[config.mk]
export PLATFORM = sky130hd
export DESIGN_NAME = muldiv_sequencer
export DESIGN_NICKNAME = d
export VERILOG_FILES = /design/src/rtl/muldiv_sequencer.sv
export SDC_FILE = /design/constraint.sdc
export NUM_CORES = 1
export LEC_CHECK = 0
export CAP_MARGIN = 10
export CORE_UTILIZATION = 25
export DETAILED_ROUTE_END_ITERATION = 12
export GPL_TIMING_DRIVEN = 0
export SETUP_SLACK_MARGIN = 0.2
export SLEW_MARGIN = 25
export SYNTH_ARGS = -nofsm -noshare
export SYNTH_HDL_FRONTEND = slang
export SYNTH_SLANG_ARGS = --single-unit
export TNS_END_PERCENT = 30
[constraint.sdc]
create_clock -name clk -period 1.4 [get_ports clk]
set_input_delay 0.14 -clock clk [delete_from_list [all_inputs] [get_ports clk]]
set_output_delay 0.14 -clock clk [all_outputs]
set_load 0.03 [all_outputs]
[src/rtl/muldiv_sequencer.sv]
// Iterative unsigned multiply/divide sequencer driving an external shared N-bit adder.
// Define MULDIV_SEQ_DIV_EN to build the DIVU/REMU path; otherwise divide ops return out_err.
//
// state | meaning
// IDLE  | waiting for a request, in_ready=1
// MUL   | shift-add iterations, one multiplier bit per cycle
// DIV   | restoring-divide iterations, one quotient bit per cycle
// DONE  | result held until out_ready
module muldiv_sequencer #(
    parameter int N = 32
) (
    input  logic         clk,
    input  logic         rst,
    input  logic         in_valid,
    output logic         in_ready,
    input  logic [1:0]   op,
    input  logic [N-1:0] opa,
    input  logic [N-1:0] opb,
    output logic [N-1:0] add_a,
    output logic [N-1:0] add_b,
    output logic         add_cin,
    input  logic [N:0]   add_out,
    output logic         out_valid,
    output logic [N-1:0] result,
    output logic         out_err,
    input  logic         out_ready
);

    localparam int CW = $clog2(N) + 1;

    localparam logic [1:0] S_IDLE = 2'd0;
    localparam logic [1:0] S_MUL  = 2'd1;
`ifdef MULDIV_SEQ_DIV_EN
    localparam logic [1:0] S_DIV  = 2'd2;
`endif
    localparam logic [1:0] S_DONE = 2'd3;

    logic [1:0]    state;
    logic [CW-1:0] cnt;
    // acc: product high half / remainder; sh: multiplier->product low half / dividend->quotient
    logic [N-1:0]  acc;
    logic [N-1:0]  sh;
    logic [N-1:0]  src;
    logic          sel_hi;
    logic          err;
    logic          last;

    assign last = (cnt == CW'(N - 1));

`ifdef MULDIV_SEQ_DIV_EN
    logic [N-1:0] shifted;
    logic         take;

    assign shifted = {acc[N-2:0], sh[N-1]};
    // A remainder MSB shifted out of the N-bit adder means the true value exceeds the divisor.
    assign take    = add_out[N] | acc[N-1];
`endif

    always_comb begin
        add_a   = '0;
        add_b   = '0;
        add_cin = 1'b0;
        case (state)
            S_MUL: begin
                add_a = acc;
                add_b = sh[0] ? src : '0;
            end
`ifdef MULDIV_SEQ_DIV_EN
            S_DIV: begin
                add_a   = shifted;
                add_b   = src;
                add_cin = 1'b1;
            end
`endif
            default: ;
        endcase
    end

    always_ff @(posedge clk) begin
        if (rst) begin
            state  <= S_IDLE;
            cnt    <= '0;
            acc    <= '0;
            sh     <= '0;
            src    <= '0;
            sel_hi <= 1'b0;
            err    <= 1'b0;
        end else begin
            case (state)
                S_IDLE: begin
                    if (in_valid) begin
                        sel_hi <= op[0];
                        cnt    <= '0;
                        acc    <= '0;
`ifdef MULDIV_SEQ_DIV_EN
                        sh     <= op[1] ? opa : opb;
                        src    <= op[1] ? opb : opa;
                        err    <= 1'b0;
                        state  <= op[1] ? S_DIV : S_MUL;
`else
                        sh     <= opb;
                        src    <= opa;
                        err    <= op[1];
                        state  <= op[1] ? S_DONE : S_MUL;
`endif
                    end
                end
                S_MUL: begin
                    acc <= add_out[N:1];
                    sh  <= {add_out[0], sh[N-1:1]};
                    cnt <= cnt + CW'(1);
                    if (last) state <= S_DONE;
                end
`ifdef MULDIV_SEQ_DIV_EN
                S_DIV: begin
                    acc <= take ? add_out[N-1:0] : shifted;
                    sh  <= {sh[N-2:0], take};
                    cnt <= cnt + CW'(1);
                    if (last) state <= S_DONE;
                end
`endif
                S_DONE: begin
                    if (out_ready) state <= S_IDLE;
                end
                default: state <= S_IDLE;
            endcase
        end
    end

    assign in_ready  = (state == S_IDLE);
    assign out_valid = (state == S_DONE);
    assign out_err   = out_valid & err;
    assign result    = (out_valid && !err) ? (sel_hi ? acc : sh) : '0;

endmodule

# --- Word-level counts from Yosys, hierarchy flattened ---
# Index checks and enable logic that the tools add are counted.
# W data, S select, Z words.
totals:
  ff_bits: 106
  latch_bits: 0
  ram_bits: 0
  rom_bits: 0
  input_bits: 103
  elab_cells: 38
  n_memories: 0
classes:
  addsub: 1
  n_mul: 0
  div: 0
  magnitude_cmp: 0
  eq_ne: 6
  n_shift: 0
  mux: 16
  n_bitwise: 1
  n_reduce_logical: 7
op_table:
  columns: ["op", "n"]
  rows:
  - ["$mux W32", 7]
  - ["$pmux W32 S2", 2]
  - ["$pmux W6 S2", 1]
  - ["$mux W2", 4]
  - ["$add A6 B1 Y6 const B", 1]
  - ["$eq A6 B5 Y1 const B", 1]
  - ["$mux W6", 1]
  - ["$pmux W2 S3", 1]
  - ["$ne A2 B2 Y1 const B", 2]
  - ["$reduce_and A2 Y1", 2]
  - ["$reduce_and A3 Y1", 1]
  - ["$eq A2 B1 Y1 const B", 1]
  - ["$eq A2 B2 Y1 const B", 1]
  - ["$logic_not A2 Y1", 1]
  - ["$ne A2 B1 Y1 const B", 1]
  - ["$reduce_bool A2 Y1", 1]
  - ["$and A1 B1 Y1", 1]
  - ["$logic_and A1 B1 Y1", 1]
  - ["$logic_not A1 Y1", 1]

# --- Depth between registers and ports, before layout ---
# Gate-level depths: netlist of run 1.
logic_depth:
  ltp_word: 3
  ltp_mapped: 6

# --- Worst setup path before layout of run 1 ---
# Ideal clock, no wire load.
synth_path:
  path_kind: "register -> output"
  startpoint: "register state[0]"
  endpoint: "output result[10]"
  t_arrival_ns: 1.646
  required_ns: 1.260
  path_slack_ns: -0.386
  path_stages_with_launch: 6
  path_buffers: 2
  cell_sequence: "dfxtp_1 -> buf_4 -> and2_1 -> nand2b_1 -> buf_2 -> nor2_1"
synth_between:
  elab_chain_len: 3
synth_rtl:
  columns: ["element", "line_no", "rtl"]
  rows:
  - ["start: declaration", "38", "logic [1:0] state;"]
  - ["start signal: assignment", "104", "state <= op[1] ? S_DONE : S_MUL;"]
  - ["$eq A2 B2 Y1", "131", "assign out_valid = (state == S_DONE);"]
  - ["named net out_valid", "23", "output logic out_valid,"]
  - ["$logic_and A1 B1 Y1", "133", "assign result = (out_valid && !err) ? (sel_hi ? acc : sh) : '0;"]
  - ["$mux W32", "133", null]
  - ["end: declaration", "24", "output logic [N-1:0] result,"]
# The timed path passes the listed nets, and every way through them passes these cells.

# --- Worst setup path after layout of run 1 ---
layout_path:
  startpoint: "register state[1]"
  endpoint: "output add_a[15]"
layout_between:
  elab_chain_len: 2
layout_rtl:
  columns: ["element", "line_no", "rtl"]
  rows:
  - ["$eq A2 B1 Y1", "63", "case (state)"]
  - ["$mux W32", "63", null]
  - ["end: declaration", "19", "output logic [N-1:0] add_a,"]
# No other way between the ends.

==> results.md, run 1 <==
* Status: finished, violations left
* Violated checks: negative setup slack
* Routed vias at 4922
* Layout Cells excl Fill at 1085
* Ant diodes at 0
* Post-DP HPWL at 12.3 mm
* Clock-pin transition on the worst setup and hold timing paths at 0.08 ns
* Fin crit period at 1.75 ns
* Critical Path Max Stage Delay at 0.32 ns
* Final setup vio count at 154
* DR WL/cell at 16.2 um
* CP Buf/Inv Count at 5
* Largest net degree at the start of global routing at 19
* Switching power at 2.33 mW
* Routing usage on met3 at 0.0451
* NumNets Final at 924
* Worst Hold Class: input port to flip-flop
* Internal power at 5.80 mW
* Via/cell ratio at 4.54
* Hold buffer count at CTS at 0
* Critical-path cell list: buf_6 -> nor2b_4 -> buf_8 -> buf_12 -> clkbuf_16 -> and2_4 -> buf_6
* Final hold slack at 0.325 ns
* GR Util met1 at 0.217
* Initial antenna violation count at 0
* Core Footprint at 19000 um^2
* PwrDens at 927 nW/um^2
* Final WL at 17.5 mm
* Gr busiest metal: met2
* Met2 global-route usage at 0.285
* Clk pwr share at 0.351
* # placed instances at 1051
* TritonRoute pass-1 iters at 4
* Syn Std Cell Area at 4930 um^2
* Detailed Route Iter0 Violations at 160
* Synthesized instance count at 590
* Worst-path fanout max at 7
* Pleak at 3.44 nW
* Gp weighted congestion at 0.753
* Max Cap Viol at 0
* Hold Fails Final Rpt at 0
* CP endpoint kind: primary output
* Post-DRT Antenna Nets at 0
* Placement Cell Area at 7790 um^2
* Gr ovfl total at 0
* # IOs at 203
* Clock latency on the worst-skew pair at 0.35 ns
* Slew @ Worst Pin at 0.572 ns
* Share of post-route cells with drive strength above 1 at 0.393
* Critical-path top delay cell: dfxtp_2
* Sequential element share of the synthesized area at 0.431
* Startpoint class of the critical path: flip-flop
* Starting Density at 0.259
* Die X at 142 um
* Die height at 142 um
* Switching part of the total at 0.287
* Critical path class: flip-flop to primary output
* Final design utilization at 0.462
* Synth Register Bits at 106
* Post-synth cell types at 27
* Global-route usage over all layers at 0.171
* PortBufs at 201
* CTS tree: built
* Fin area at 8780 um^2
* Worst endpoint data arrival time at 1.61 ns
* Combinational power share at 0.229
* Most common cell on crit path: buf_6
* Sequential share of power at 0.420
* Area Growth Syn to Fin at 78.2%
* CTS buffer count at 9
* Post-synth net total at 694
* Slew Limit Headroom at 0.619
* WP data required at 1.26 ns
* CTS Sinks at 106
* Max-slew violations at 0
* Maximum resistive drop on vdd at 629 uV
* Max Fclk at 573 MHz
* Avg Cell Area, Syn at 8.35 um^2
* Vias in the first global route at 4836
* # DRC at 0
* Worst Clk Skew at 0.00899 ns
* Cell family with most CP delay: buffers and inverters
* First-pass GRT wire length at 26.4 mm
* Die area at 20300 um^2
* Clock tree buffer depth at 2
* Total Neg Setup Slack at -34.35 ns
* Synth warn at 0
* Setup WS post-layout at -0.345 ns
* Fin crit share at 1.25
* Core Rows at 50
* CTS Root Cell: clkbuf_16
* H-tree lvl count at 3
* Unrepaired setup endpoints after global routing: yes
[worst register-to-register path, delay by kind of cell (launching register included)]
family / cells / cell delay, ns
buffers and inverters: 4 / 0.67
AND/OR/NAND/NOR: 1 / 0.05
flip-flops: 1 / 0.32
AO/OA/AOI/OAI: 2 / 0.38
[logic make-up after synthesis]
| kind of cell | after synthesis | synth area share |
|---|---|---|
| other cells | 1 | 0.000761 |
| fa+ha+maj | 1 | 0.00254 |
| buf+inv | 57 | 0.0533 |
| compound gates | 112 | 0.150 |
| simple gates | 249 | 0.232 |
| mux | 64 | 0.130 |
| flops | 106 | 0.431 |
[sequential cells by signal, summed over array words and instances (netlist names)]
register,flops
acc,32
cnt,6
err,1
sel_hi,1
sh,32
src,32
state,2
[synthesized netlist by cell type]
cell type	instances	area, um^2
a31oi_1	1	6.26
nand3_1	2	10.0
mux2i_1	64	641
o21bai_1	1	7.51
a21oi_1	39	195
and2_1	33	206
o21ba_2	1	10.0
inv_1	1	3.75
ha_1	1	12.5
nor2b_1	1	6.26
or4_1	3	22.5
or3b_1	1	8.76
and3_1	33	206
buf_2	24	120
conb_1	1	3.75
o21ai_0	2	10.0
a22oi_1	33	248
dfxtp_1	106	2120
a211oi_1	33	248
nor3b_2	1	12.5
o31ai_1	2	15.0
nand2_1	70	263
buf_4	5	37.5
clkbuf_1	27	101
or3_1	2	12.5
nand2b_1	4	25.0
nor2_1	99	372
[layout make-up]
| cell class | count | area, um^2 |
|---|---|---|
| well taps | 260 | 325 |
| plain buffers | 56 | 624 |
| inverters | 1 | 3.75 |
| flip-flops and latches | 106 | 2130 |
| repair buffers | 219 | 2190 |
| fillers | 1933 | 10200 |
| clock buffers | 9 | 225 |
| multi-input cells | 427 | 3180 |
| clock inverters | 7 | 98.8 |
[layout by cell type, fill, tap and decap left out, types with 3 or more instances in the layout]
master             n
buf_4             66
clkbuf_8           7
and2_2            12
buf_12            10
nor2_4            31
buf_8              5
a211oi_1          29
nand2b_1           3
inv_6              3
buf_6             62
clkbuf_1           7
dfxtp_1          102
dfxtp_2            3
clkdlybuf4s50_1  102
a21oi_1           39
and3_4            15
clkbuf_2           7
a211oi_2           4
and3_2            17
mux2i_4            8
a22oi_1           33
clkbuf_16         15
nor2_1            66
and2_4            21
nand2_1           70
mux2i_1           34
mux2i_2           22
[routing by layer]
metal  routed length, um  up-vias
li1                    -     2497
met1                7970     2276
met2                8330      137
met3                1100       12
met4                 151        0
met5                   0        -
[stage by stage]
stage / setup slack [ns] / power, mW
final: -0.345 / 8.14
after floorplan: 0.101 / 4.36
after global placement: -0.854 / 5.00
after CTS: -0.371 / 8.14
after global routing: -0.397 / 8.51
after detailed placement: -0.851 / 5.01
[worst paths after layout]
| check | start | endpoint | slack (ns) | cells past startpoint |
|---|---|---|---|---|
| worst max-delay path | state[1]$_SDFFE_PP0P_ | add_a[15] | -0.35 | 7 |
| worst min-delay path | opa[22] | src[22]$_SDFFE_PP0P_ | 0.32 | 3 |
| worst max register to register | state[1]$_SDFFE_PP0P_ | acc[26]$_SDFFE_PP0P_ | -0.15 | 7 |
| worst min register to register | src[21]$_SDFFE_PP0P_ | src[21]$_SDFFE_PP0P_ | 0.45 | 2 |
[power by group through the flow]
stage | Clock (mW) | Combinational, mW | Sequential [mW]
3_3_place_gp | 0 | 1.56 | 3.45
4_1_cts | 2.97 | 1.77 | 3.41
3_5_place_dp | 0 | 1.56 | 3.45
5_1_grt | 3.05 | 2.01 | 3.45
2_1_floorplan | 0 | 0.961 | 3.40
6_report | 2.86 | 1.86 | 3.42
[timing repair]
action,4_1_cts,5_1_grt
endpoints found under the hold margin,0,0
pin swaps,0,20
cloned,2,4
setup endpoints to repair,205,205
gates resized for setup,699,80
setup buffers,7,5
(Power assumes the default switching activity.)
==> run 2: changes to the inputs <==
Settings changed: CAP_MARGIN 10 to 20, PLACE_DENSITY set to 0.62.
==> run 2 against run 1 <==
Net effect: via count up 1.7%; the flow still finishes with violations (negative setup slack); sequential share of layout area down 0.45 points; critical path depth did not move; non-clock buffer count increased by 5.
==> results.md, run 2 (synthesis results as in run 1) <==
* Core Rows at 50 (unchanged)
* WP data required at 1.26 ns (about the same)
* Max Fclk at 573 MHz (about the same)
* Commonest non-fill, non-tap cell in the layout: dfxtp_1
* Fin crit share at 1.25 (about the same)
* Status: finished, violations left
* Worst Hold End: src[16]$_SDFFE_PP0P_
* Gp weighted congestion at 0.758 (+0.66%)
* Setup WS post-layout at -0.344 ns (+0.000939 ns)
* Worst endpoint data arrival time at 1.60 ns (about the same)
* FF-to-FF End: src[6]$_SDFFE_PP0P_
* Unrepaired setup endpoints after global routing: yes
* CP Buf/Inv Count at 5 (unchanged)
* Commonest non-fill, non-tap cells in the layout: 103 x dfxtp_1, 102 x clkdlybuf4s50_1, 92 x buf_6, 70 x nand2_1, 67 x nor2_1
* Cell family with most CP delay: buffers and inverters
* Total power at 7.96 mW (-2.2%)
* # placed instances at 1051 (unchanged)
* Die X at 142 um (unchanged)
* Clock tree buffer depth at 2 (unchanged)
* Startpoint class of the critical path: flip-flop
* TritonRoute pass-1 iters at 4 (unchanged)
* Share of post-route cells with drive strength above 1 at 0.390 (-0.00237)
* Pleak at 3.51 nW (+2.1%)
* Slew Limit Headroom at 0.652 (+0.0333)
* Via/cell ratio at 4.59 (+1.3%)
* CTS Root Cell: clkbuf_16
* Die area at 20300 um^2 (unchanged)
* R2R Setup Slk at -0.12 ns (+0.03 ns)
* Layout Cells excl Fill at 1090 (+0.46%)
* Detailed Route Iter0 Violations at 218 (+36%)
* Critical-path top delay cell: dfxtp_1
* # DRC at 0 (unchanged)
* Dpl ws at -0.815 ns (+0.0365 ns)
* CP endpoint kind: primary output
* First-pass GRT wire length at 27.1 mm (+2.9%)
* Final setup vio count at 168 (+9.1%)
* Critical-path cell list: buf_6 -> nor2b_4 -> buf_12 -> buf_12 -> clkbuf_16 -> and2_4 -> buf_6
* Worst Clk Skew at 0.00995 ns (+0.000969 ns)
* Routed vias at 5007 (+1.7%)
* Max Cap Viol at 0 (unchanged)
* Area Growth Syn to Fin at 81.5%
* CTS Sinks at 106 (unchanged)
* Critical path class: flip-flop to primary output
* Maximum resistive drop on vdd at 586 uV (-6.9%)
* Clock-pin transition on the worst setup and hold timing paths at 0.08 ns (about the same)
* Violated checks: negative setup slack
* Core Footprint at 19000 um^2 (unchanged)
* Final design utilization at 0.470 (+0.00842)
* Starting Density at 0.259 (unchanged)
* Worst Hold Class: input port to flip-flop
* Hold wc startpoint: opa[16]
* Initial antenna violation count at 0 (unchanged)
* Hold Fails Final Rpt at 0 (unchanged)
* Slew @ Worst Pin at 0.522 ns (-0.0499 ns)
* Post-DRT Antenna Nets at 0 (unchanged)
* PortBufs at 201 (unchanged)
* PwrDens at 890 nW/um^2 (-3.9%)
* Vias in the first global route at 4806 (-0.62%)
* NumNets Final at 929 (+0.54%)
* Reg2reg start: state[1]$_SDFFE_PP0P_
* DR WL/cell at 16.6 um (+2.7%)
* Total Neg Setup Slack at -32.94 ns (+1.41 ns)
* Worst-path fanout max at 9 (+2)
* WHS Path Cells at 3 (unchanged)
* # IOs at 203 (unchanged)
* Regs by FF count: acc x32, sh x32, src x32
* Die height at 142 um (unchanged)
* Post-DP HPWL at 12.5 mm (+1.1%)
* Gr ovfl total at 0 (unchanged)
* Max-slew violations at 0 (unchanged)
* CTS buffer count at 9 (unchanged)
* Critical Path Max Stage Delay at 0.31 ns (about the same)
* Fin crit period at 1.74 ns (-0.000939 ns)
* Final WL at 18.1 mm (+3.2%)
* Ant diodes at 0 (unchanged)
* Worst Reg2Reg Path Length in Cells at 7 (unchanged)
* CTS tree: built
* Largest net degree at the start of global routing at 19 (unchanged)
* H-tree lvl count at 3 (unchanged)
* Clock latency on the worst-skew pair at 0.35 ns (about the same)
* Global-route usage over all layers at 0.176 (+0.00542)
run 2: cell count changes in the layout (fill, tap and decap cells not counted), moves of 3 or more:
cell	delta
a211oi_1	+3
and2_2	-6
buf_16	+5
a211oi_2	-3
and2_4	+6
buf_6	+30
buf_4	-31
mux2i_1	+4
mux2i_4	-4
run 2: per-layer routing:
metal  share of wire  global-route usage  wire length, um
met5               0                   0                0
met2            0.47               0.286             8480
met3           0.047              0.0347              851
met1            0.47               0.234             8550
met4           0.012              0.0589              219
run 2: worst max-delay path by stage:
| stage | from | endpoint | slack, ns | cells after the start |
|---|---|---|---|---|
| 6_report | state[1]$_SDFFE_PP0P_ | add_a[19] | -0.34 | 7 |
| 5_1_grt | state[1]$_SDFFE_PP0P_ | add_a[5] | -0.41 | 7 |
| 4_1_cts | state[0]$_SDFFE_PP0P_ | result[28] | -0.36 | 7 |
| 3_5_place_dp | state[1]$_SDFFE_PP0P_ | add_a[30] | -0.81 | 6 |
| 3_3_place_gp | sel_hi$_SDFFE_PP0P_ | result[27] | -0.83 | 5 |
| 2_1_floorplan | state[0]$_SDFFE_PP0P_ | result[10] | 0.10 | 5 |
run 2: repair_timing:
item,4_1_cts,5_1_grt
buffers inserted,8,7
pin swaps,1,19
gates resized for setup,768,48
gates cloned,6,2
hold buffers,0,0
endpoints found under the setup margin,205,205
endpoints found under the hold margin,0,0
run 2: stage by stage:
step           hold slack, ns  cell area (um^2)
2_1_floorplan           0.276              5460
3_3_place_gp            0.437              7790
3_5_place_dp            0.442              7790
4_1_cts                 0.321              8700
5_1_grt                 0.327              8940
6_report                0.332              8940
run 2: final cells by class:
type,instances,area (um^2)
fillers,1866,10100
repair buffers,224,2370
plain buffers,56,672
inverters,1,3.75
clock inverters,7,73.8
flip-flops and latches,106,2130
well taps,260,325
multi-input cells,427,3140
clock buffers,9,225
run 2: worst min-delay path, cell delays in order:
cell	delay [ns]
clkdlybuf4s50_1	0.40
nand2_1	0.06
a21oi_1	0.05
run 2: power by group:
group	internal, mW	total [mW]	switching, mW
clock	1.40	2.65	1.25
sequential	3.23	3.41	0.182
combinational	1.00	1.90	0.897
total	5.63	7.96	2.33
